`src/rtl/regfile_seq_pkg.sv`:
```
// Shared types for the register-file op sequencer: op codes, FSM states, default widths.
package regfile_seq_pkg;

    localparam int unsigned DefaultDw = 16;
    localparam int unsigned DefaultAw = 3;

    typedef enum logic [1:0] {
        OP_ADD = 2'b00,
        OP_SUB = 2'b01,
        OP_AND = 2'b10,
        OP_MOV = 2'b11
    } op_e;

    typedef enum logic [1:0] {
        StIdle = 2'b00,
        StRdA  = 2'b01,
        StRdB  = 2'b10,
        StWb   = 2'b11
    } state_e;

    // MOV only consumes operand A, so its read of B is skipped.
    function automatic logic op_reads_b(input op_e op);
        return op != OP_MOV;
    endfunction

endpackage

```
`src/rtl/regfile_seq_alu.sv`:
```
// Combinational ALU for the sequencer: ADD/SUB/AND/MOV with zero, negative and signed overflow.
module regfile_seq_alu
    import regfile_seq_pkg::*;
#(
    parameter int unsigned DW = DefaultDw
) (
    input  op_e           i_op,
    input  logic [DW-1:0] i_a,
    input  logic [DW-1:0] i_b,
    output logic [DW-1:0] o_y,
    output logic          o_z,
    output logic          o_n,
    output logic          o_v
);

    logic [DW-1:0] w_b_add;
    logic [DW-1:0] w_cin;
    logic [DW-1:0] w_sum;
    logic          w_add_ovf;

    // SUB is a + ~b + 1 so both arithmetic ops share one adder and one overflow rule.
    always_comb begin
        w_b_add   = (i_op == OP_SUB) ? ~i_b : i_b;
        w_cin     = {{(DW-1){1'b0}}, (i_op == OP_SUB)};
        w_sum     = i_a + w_b_add + w_cin;
        w_add_ovf = (i_a[DW-1] == w_b_add[DW-1]) && (w_sum[DW-1] != i_a[DW-1]);
    end

    always_comb begin
        o_y = '0;
        o_v = 1'b0;
        unique case (i_op)
            OP_ADD, OP_SUB: begin
                o_y = w_sum;
                o_v = w_add_ovf;
            end
            OP_AND: o_y = i_a & i_b;
            OP_MOV: o_y = i_a;
            default: o_y = '0;
        endcase
        o_z = (o_y == '0);
        o_n = o_y[DW-1];
    end

endmodule

```
`src/rtl/regfile_op_sequencer.sv`:
```
// Sole master of the register-file port: reads Ra/Rb serially through the single read port,
// computes Rd = Ra op Rb, writes Rd back and pulses done with the result and flags.
module regfile_op_sequencer
    import regfile_seq_pkg::*;
#(
    parameter int unsigned DW = DefaultDw,
    parameter int unsigned AW = DefaultAw
) (
    input  logic          clk,
    input  logic          rst_n,
    input  logic          i_req_valid,
    output logic          o_req_ready,
    input  logic [1:0]    i_req_op,
    input  logic [AW-1:0] i_req_ra,
    input  logic [AW-1:0] i_req_rb,
    input  logic [AW-1:0] i_req_rd,
    output logic [AW-1:0] o_rf_readnum,
    input  logic [DW-1:0] i_rf_rdata,
    output logic [AW-1:0] o_rf_writenum,
    output logic          o_rf_write,
    output logic [DW-1:0] o_rf_wdata,
    output logic          o_done,
    output logic [DW-1:0] o_result,
    output logic          o_flag_z,
    output logic          o_flag_n,
    output logic          o_flag_v
);

    state_e        r_state;
    op_e           r_op;
    logic [AW-1:0] r_ra;
    logic [AW-1:0] r_rb;
    logic [AW-1:0] r_rd;
    logic [DW-1:0] r_opa;
    logic [DW-1:0] r_opb;
    logic          r_done;
    logic [DW-1:0] r_result;
    logic          r_flag_z;
    logic          r_flag_n;
    logic          r_flag_v;

    logic [DW-1:0] w_alu_y;
    logic          w_alu_z;
    logic          w_alu_n;
    logic          w_alu_v;

    regfile_seq_alu #(
        .DW(DW)
    ) u_alu (
        .i_op(r_op),
        .i_a (r_opa),
        .i_b (r_opb),
        .o_y (w_alu_y),
        .o_z (w_alu_z),
        .o_n (w_alu_n),
        .o_v (w_alu_v)
    );

    assign o_req_ready = (r_state == StIdle);
    assign o_done      = r_done;
    assign o_result    = r_result;
    assign o_flag_z    = r_flag_z;
    assign o_flag_n    = r_flag_n;
    assign o_flag_v    = r_flag_v;

    // Write strobe is qualified by rst_n so a reset landing on WB never commits.
    always_comb begin
        o_rf_readnum  = '0;
        o_rf_writenum = '0;
        o_rf_write    = 1'b0;
        o_rf_wdata    = '0;
        unique case (r_state)
            StRdA: o_rf_readnum = r_ra;
            StRdB: o_rf_readnum = r_rb;
            StWb: begin
                o_rf_writenum = r_rd;
                o_rf_write    = rst_n;
                o_rf_wdata    = w_alu_y;
            end
            default: o_rf_readnum = '0;
        endcase
    end

    always_ff @(posedge clk) begin
        if (!rst_n) begin
            r_state  <= StIdle;
            r_op     <= OP_ADD;
            r_ra     <= '0;
            r_rb     <= '0;
            r_rd     <= '0;
            r_opa    <= '0;
            r_opb    <= '0;
            r_done   <= 1'b0;
            r_result <= '0;
            r_flag_z <= 1'b0;
            r_flag_n <= 1'b0;
            r_flag_v <= 1'b0;
        end else begin
            r_done <= 1'b0;
            case (r_state)
                StIdle: begin
                    if (i_req_valid) begin
                        r_op    <= op_e'(i_req_op);
                        r_ra    <= i_req_ra;
                        r_rb    <= i_req_rb;
                        r_rd    <= i_req_rd;
                        r_state <= StRdA;
                    end
                end
                StRdA: begin
                    r_opa   <= i_rf_rdata;
                    r_state <= op_reads_b(r_op) ? StRdB : StWb;
                end
                StRdB: begin
                    r_opb   <= i_rf_rdata;
                    r_state <= StWb;
                end
                StWb: begin
                    r_result <= w_alu_y;
                    r_flag_z <= w_alu_z;
                    r_flag_n <= w_alu_n;
                    r_flag_v <= w_alu_v;
                    r_done   <= 1'b1;
                    r_state  <= StIdle;
                end
                default: r_state <= StIdle;
            endcase
        end
    end

endmodule

```
`config.mk`:
```
export PLATFORM = sky130hd
export DESIGN_NAME = regfile_op_sequencer
export DESIGN_NICKNAME = d
export VERILOG_FILES = /design/src/rtl/regfile_seq_pkg.sv /design/src/rtl/regfile_seq_alu.sv /design/src/rtl/regfile_op_sequencer.sv
export SDC_FILE = /design/constraint.sdc
export NUM_CORES = 1
export LEC_CHECK = 0
export ABC_CLOCK_PERIOD_IN_PS = 5000
export CORE_MARGIN = 2
export CORE_UTILIZATION = 45
export DETAILED_ROUTE_END_ITERATION = 10
export GPL_TIMING_DRIVEN = 0
export PLACE_DENSITY_LB_ADDON = 0.08
export SYNTH_ARGS = -nofsm -noshare
export SYNTH_HDL_FRONTEND = slang
export SYNTH_SLANG_ARGS = --single-unit
export TNS_END_PERCENT = 30
```
`constraint.sdc`:
```
create_clock -name clk -period 5 [get_ports clk]
set_clock_uncertainty 0.2 [all_clocks]
set_input_delay 1 -clock clk [delete_from_list [all_inputs] [get_ports clk]]
set_output_delay 1 -clock clk [all_outputs]
set_load 0.03 [all_outputs]
```
==> results of run 1 <==
flip-flops by register name, summed over array words and instances, names as in the netlist, 2 cells and up:
| signal | count |
|---|---|
| o_result | 16 |
| r_opb | 16 |
| r_opa | 16 |
| r_rb | 3 |
| r_rd | 3 |
| r_op | 2 |
| r_state | 2 |
| r_ra | 3 |
power groups by stage:
stage	Clock [mW]	Combinational [mW]	Sequential [mW]
after floorplan	0	0.832	0.728
after global placement	0	1.17	0.713
after detailed placement	0	1.19	0.717
after CTS	0.410	1.22	0.707
after global routing	0.434	1.38	0.723
final	0.401	1.25	0.709
synthesized netlist by cell type (all sizes together) (3+ instances only):
cell type	count	area share
a211oi	13	0.028
a21oi	30	0.040
a22oi	4	0.0081
and2	13	0.022
buf	5	0.0064
clkbuf	20	0.020
dfxtp	64	0.34
ha	22	0.074
inv	8	0.0081
mux2i	36	0.097
nand2	39	0.039
nand2b	3	0.0050
nand3	3	0.0040
nor2	70	0.071
nor2b	6	0.010
nor3	8	0.011
o211ai	15	0.032
o21a	13	0.027
o21ai	15	0.020
o311ai	3	0.012
or3	3	0.0050
xnor2	20	0.047
xor2	3	0.0071
per-layer routing:
layer	global-route usage	part of all wire	vias to the layer above
met1	0.321	0.47	1668
met4	0.0640	0.010	0
met3	0.0615	0.055	8
met5	0	0	-
li1	-	-	1739
met2	0.404	0.47	91
worst max-delay path by stage:
stage	startpoint	to	slack (ns)	cells after the start
2_1_floorplan	r_op[1]	o_rf_wdata[15]	0.08	14
3_3_place_gp	r_op[1]	o_rf_wdata[15]	-1.17	15
3_5_place_dp	r_op[1]	o_rf_wdata[15]	-1.23	15
4_1_cts	r_op[1]	o_rf_wdata[15]	-0.12	14
5_1_grt	r_op[1]	o_rf_wdata[14]	-0.04	12
6_report	r_op[1]	o_rf_wdata[14]	0.1	12
worst min-delay path, stage by stage, from the launching register on:
cell and delay [ns]:
dfxtp_1 0.31, nand2_1 0.05, a21oi_1 0.05
repair_timing:
| item | in CTS | in global routing |
|---|---|---|
| setup endpoints to repair | 14 | 8 |
| setup buffers | 2 | 2 |
| gates resized for setup | 35 | 24 |
| pin swaps | 2 | 4 |
area by class of cell:
type | instances | area (um^2) | area share
Clock buffer | 11 | 141 | 0.0291
Multi-Input combinational cell | 348 | 2400 | 0.494
Buffer | 24 | 106 | 0.0219
Clock inverter | 5 | 32.5 | 0.00669
Inverter | 8 | 30.0 | 0.00618
Timing Repair Buffer | 77 | 737 | 0.152
Tap cell | 105 | 131 | 0.0270
Sequential cell | 64 | 1280 | 0.264
cells in the final DEF, fill, tap and decap left out, types with 4 or more instances in the layout:
master,count
ha_1,21
a211oi_2,4
o211ai_1,14
a21oi_1,29
nor2b_1,6
and2_1,13
dfxtp_1,64
mux2i_1,36
clkdlybuf4s50_1,63
nor2_1,69
a211oi_1,8
o21ai_0,14
nand2_1,39
buf_4,6
clkbuf_1,19
inv_1,7
xnor2_1,20
o21a_1,11
clkbuf_8,10
nor3_1,7
per-stage QoR:
step | util | hold WS (ns) | area [um^2] | total power, mW
after floorplan | - | 0.232 | 3720 | 1.56
after global placement | 0.563 | 0.238 | 4580 | 1.88
after detailed placement | 0.563 | 0.243 | 4580 | 1.91
after CTS | 0.590 | 0.253 | 4800 | 2.33
after global routing | 0.598 | 0.284 | 4860 | 2.54
final | 0.598 | 0.252 | 4860 | 2.36
cell families (layout without fill, tap and decap cells):
kind of cell / Yosys count / after routing
XOR/XNOR: 23 / 23
multiplexers: 36 / 36
AO/OA/AOI/OAI: 106 / 106
buffers and inverters: 33 / 125
flip-flops: 64 / 64
adder cells (fa/ha/maj): 23 / 23
AND/OR/NAND/NOR: 160 / 160
==> impl_metrics.py, run 1 <==
metrics = {
    "run_status": {
        "run_status": "complete, no violations",
    },
    "synth": {
        "synth_xor_area_frac": 0.0541,
        "synthCells": 445,
        "synth-simple-area-share": 0.197,
        "synth.cell_area_um2": 3720,
        "muxShareOfSynthArea": 0.0968,
        "yosysSeqAreaShare": 0.344,
        "ys_types": 54,
        "syn-num-nets": 498,
        "synthAdderAreaFrac": 0.0794,
        "ys_seq_elements": 64,
        "synthArstFlopShare": 0,
        "synth_top_family_by_area": "simple AND/OR/NAND/NOR gates",
        "yosys_warnings": 0,
        "synth-edff-count": 0,
        "avgSynthCellArea_um2": 8.36,
        "synth-compound-area-share": 0.194,
        "ys.flop_type": "dfxtp_1",
    },
    "timing": {
        "worstMarginPinSlew_ns": 0.950,
        "setup_viol": 0,
        "slew_headroom": 0.367,
        "rsz0062_at_grt": "true",
        "finalWorstSetupSlack_ns": 0.0956,
        "period_share": 0.981,
        "min_period_ns": 4.90,
        "finalSetupTns_ns": 0,
        "max_freq_mhz": 204,
        "final_max_slew_viol_count": 0,
        "hold_viol_final": 0,
    },
    "floorplanning": {
        "ios": 74,
        "dieArea_um2": 9010,
        "row_count": 33,
        "start_util": 0.457,
        "core_area_um2": 8130,
        "die_y_um": 94.9,
        "die_width_um": 94.9,
    },
    "clock_network": {
        "worstSkewPairLatency_ns": 0.35,
        "cts_inserted_buffers": 9,
        "clock_path_buffers": 2,
        "cts-root-buf": "clkbuf_8",
        "htree_levels": 3,
        "clock-sinks": 64,
        "cts.clk_slew.worst_paths_ns": 0.07,
        "cts_tree": "done",
        "cts.hold.buffers_added": 0,
    },
    "worst_setup_path": {
        "crit_required_ns": 3.80,
        "crit_path_start_kind": "flip-flop",
        "cp.arrival_ns": 3.70,
        "critPathSlowestCell": "or4_1",
        "cp_cell_sequence": "clkbuf_4 -> or2b_4 -> buf_6 -> xnor2_1 -> ha_1 -> o211ai_1 -> o211ai_1 -> and3_1 -> nor3_1 -> or4_1 -> a31oi_2 -> buf_2",
        "cp_max_fo": 10,
        "crit_path_max_incr_delay_ns": 0.56,
        "crit_path_frequent_cell": "o211ai_1",
        "crit_family": "simple AND/OR/NAND/NOR gates",
        "worstSetupPathType": "flip-flop to primary output",
        "r2r_start": "r_op[1]",
        "ff2ff_setup_slack_ns": 1.24,
        "r2r_end": "o_flag_z",
        "worstPathBufferInverterCount": 3,
        "critPathCaptureType": "primary output",
        "worstRegToRegCells": 16,
    },
    "detailed_routing": {
        "wire_per_inst_um": 16.5,
        "detail-route-antenna-nets": 0,
        "routed_wl_mm": 10.6,
        "routed_via_density": 5.46,
        "drc_errors": 0,
        "vias": 3506,
        "drt_iter0_drc": 119,
        "drt_pre_antenna_iters": 4,
    },
    "min_path": {
        "hold_start": "r_rd[0]",
        "holdPathStages": 2,
        "hold_class": "flip-flop to flip-flop",
        "min_to": "r_rd[0]",
    },
    "final_layout": {
        "drive_gt1_frac": 0.0987,
        "layout.nets": 585,
        "diodes": 0,
        "layout.cells.non_filler": 642,
        "syn_to_final_growth_pct": 30.7,
        "n_fill_cell": 743,
    },
    "pwr": {
        "p_leak_nw": 1.89,
        "p_int_mw": 1.33,
        "swShare": 0.438,
        "pwr-share-comb": 0.530,
        "p_seq_frac": 0.300,
        "max-vdd-ir-drop_v": 0.000213,
        "clockPowerShare": 0.170,
        "power.density_nw_per_um2": 486,
        "switchingPower_mw": 1.04,
    },
    "global_routing": {
        "antenna_found_initial": 0,
        "grt_pass1_vias": 3322,
        "grt-ovfl-total": 0,
        "track_usage": 0.245,
        "grt_max_degree": 12,
        "grt_pass1_wl_mm": 16.9,
    },
    "place": {
        "place_hpwl_mm": 7.77,
        "dp_cells": 623,
        "pre_cts_slack_ns": -1.23,
        "io_buffers": 73,
        "gp_congestion": 0.884,
    },
    "flow_run": {
        "cap_violations": 0,
    },
}
Power figures use the tool's default switching activity.
==> inputs of run 2 (changes only) <==
- ABC_AREA: not set -> 1
- CORE_UTILIZATION: 45 -> 52
==> run 2 against run 1 <==
  * Routed wire length is 6.1% higher
  * Area after synthesis up 2.8%
  * Setup slack improved by 0.11 ns
  * Critical path depth up 1
  * Sequential cell count unchanged
  * Register-to-register slack improved by 0.52 ns
  * Non-clock buffer count is 5 lower
  * First-iteration DRC count increased by 100%
  * Total power rose by 21%
  * Synthesized cell count up 33%
  * Sequential power rose by 9.7%
  * Critical endpoint is now o_rf_wdata[8]
  * Highest routed layer unchanged
==> impl_metrics.py, run 2 <==
metrics = {
    "clock_network": {
        "clock_path_buffers": 2,
        "cts.clk_slew.worst_paths_ns": 0.07,
        "cts.hold.buffers_added": 0,
        "cts-root-buf": "clkbuf_8",
        "worstSkewPairLatency_ns": 0.34,
        "clock-sinks": 64,
        "cts_tree": "done",
        "htree_levels": 3,
        "cts_inserted_buffers": 9,
    },
    "global_routing": {
        "use_met2": 0.499,
        "grt_pass1_wl_mm": 19.0,
        "grt_use_met3": 0.0520,
        "grt-ovfl-total": 0,
        "track_usage": 0.294,
        "antenna_found_initial": 0,
        "busiest_layer": "met2",
        "grt_use_met1": 0.362,
        "grt_max_degree": 12,
        "grt_pass1_vias": 3969,
    },
    "final_layout": {
        "layout.nets": 727,
        "layout_commonest_cell": "nand2_1",
        "fin_util": 0.680,
        "layout.cells.non_filler": 777,
        "diodes": 0,
        "drive_gt1_frac": 0.0428,
        "syn_to_final_growth_pct": 27.6,
        "mostFrequentLayoutCells": "nand2_1, nor2_1, inv_1, clkdlybuf4s50_1, dfxtp_1",
    },
    "timing": {
        "max_freq_mhz": 208,
        "min_period_ns": 4.80,
        "hold_viol_final": 0,
        "finalSetupTns_ns": 0,
        "final_max_slew_viol_count": 0,
        "rsz0062_at_grt": "false",
        "slew_headroom": 0.525,
        "period_share": 0.960,
        "worstMarginPinSlew_ns": 0.712,
        "setup_viol": 0,
    },
    "place": {
        "place_hpwl_mm": 8.41,
        "io_buffers": 73,
        "gp_congestion": 0.933,
        "dp_cells": 762,
    },
    "floorplanning": {
        "dieArea_um2": 8060,
        "die_width_um": 89.8,
        "start_util": 0.533,
        "ios": 74,
        "die_y_um": 89.8,
        "row_count": 31,
        "core_area_um2": 7180,
    },
    "synth": {
        "synth_top_cell_area_share": 0.335,
        "synth.most_common_cell": "nand2_1",
        "ys_types": 34,
        "avgSynthCellArea_um2": 6.48,
        "ys.flop_type": "dfxtp_1",
        "synth.cell_area_um2": 3820,
        "synthCells": 590,
        "synthArstFlopShare": 0,
        "yosysSeqAreaShare": 0.335,
        "syn-num-nets": 643,
        "synth_area_leaders": "dfxtp_1, nand2_1, nor2_1, ha_1, inv_1",
        "ys_seq_elements": 64,
        "yosys_warnings": 0,
        "synth_common_cells": "nand2_1, nor2_1, inv_1",
        "synth_area_leader_cell": "dfxtp_1",
        "synth-edff-count": 0,
    },
    "detailed_routing": {
        "routed_via_density": 5.22,
        "drt_pre_antenna_iters": 5,
        "drt_iter0_drc": 241,
        "detail-route-antenna-nets": 0,
        "vias": 4056,
        "routed_wl_mm": 11.3,
        "drc_errors": 0,
        "wire_per_inst_um": 14.5,
    },
    "pwr": {
        "pwr-share-comb": 0.579,
        "p_leak_nw": 2.34,
        "switchingPower_mw": 1.41,
        "power.density_nw_per_um2": 588,
        "p_seq_frac": 0.271,
        "max-vdd-ir-drop_v": 0.000342,
        "p_int_mw": 1.46,
        "clockPowerShare": 0.150,
        "swShare": 0.492,
    },
    "min_path": {
        "hold_class": "flip-flop to flip-flop",
        "holdPathStages": 2,
    },
    "worst_setup_path": {
        "cp_max_fo": 10,
        "worstSetupPathType": "flip-flop to primary output",
        "crit_path_start_kind": "flip-flop",
        "crit_required_ns": 3.80,
        "cp.arrival_ns": 3.60,
        "critPathCaptureType": "primary output",
        "worstRegToRegCells": 15,
    },
    "flow_run": {
        "cap_violations": 0,
    },
    "run_status": {
        "run_status": "complete, no violations",
    },
}
==> run 2: cells by family after synthesis <==
kind of cell / Yosys count / synth area share
flops: 64 / 0.335
buf+inv: 100 / 0.100
fa+ha+maj: 23 / 0.0772
compound gates: 111 / 0.154
simple gates: 276 / 0.297
xor+xnor: 16 / 0.0366
==> run 2: layer usage <==
metal | share of wire | vias to the layer above
met1 | 0.44 | 1857
met5 | 0 | -
li1 | - | 2050
met3 | 0.058 | 27
met4 | 0.035 | 0
met2 | 0.47 | 122
==> run 2: through the flow <==
stage | hold WS (ns) | power [mW] | setup WS [ns] | area, um^2
2_1_floorplan | 0.255 | 1.92 | 1.35 | 3820
3_3_place_gp | 0.252 | 2.38 | 0.487 | 4680
3_5_place_dp | 0.254 | 2.42 | 0.470 | 4680
4_1_cts | 0.265 | 2.86 | 0.0967 | 4860
5_1_grt | 0.291 | 3.11 | 0.0534 | 4880
6_report | 0.267 | 2.87 | 0.202 | 4880
==> run 2: timing repair <==
action	in CTS	in global routing
endpoints found under the hold margin	0	0
gates resized for setup	0	6
buffers inserted	0	0
setup endpoints to repair	0	8
==> run 2: path summary, 6_finish.rpt <==
path / start / endpoint / slack [ns]
worst max-delay path: r_op[1] / o_rf_wdata[8] / 0.20
worst min register to register: o_result[14] / o_result[14] / 0.27
worst min-delay path: o_result[14] / o_result[14] / 0.27
worst max register to register: r_op[1] / o_flag_z / 1.76
==> run 2: layout make-up <==
type,count,area (um^2)
repair buffers,73,743
clock buffers,9,124
inverters,77,289
multi-input cells,426,2160
fillers,682,2300
plain buffers,23,96.3
clock inverters,6,61.3
flip-flops and latches,64,1280
well taps,99,124
==> run 2: worst max-delay path, cell delays in order (launching register included) <==
cell             delay (ns)
dfxtp_1                0.44
inv_2                  0.10
nand2_4                0.16
clkbuf_4               0.31
xnor2_1                0.14
fa_1                   0.47
nand3_1                0.12
nand2_1                0.09
nand2_1                0.08
nand2_1                0.10
or2_1                  0.23
a31oi_1                0.32
nor2_1                 0.09
clkdlybuf4s50_1        0.61
==> run 2: power groups by stage <==
stage / Combinational, mW / Clock [mW] / Sequential [mW]
2_1_floorplan: 1.13 / 0 / 0.792
5_1_grt: 1.86 / 0.459 / 0.794
3_5_place_dp: 1.63 / 0 / 0.785
6_report: 1.66 / 0.431 / 0.778
4_1_cts: 1.64 / 0.440 / 0.774
3_3_place_gp: 1.60 / 0 / 0.778
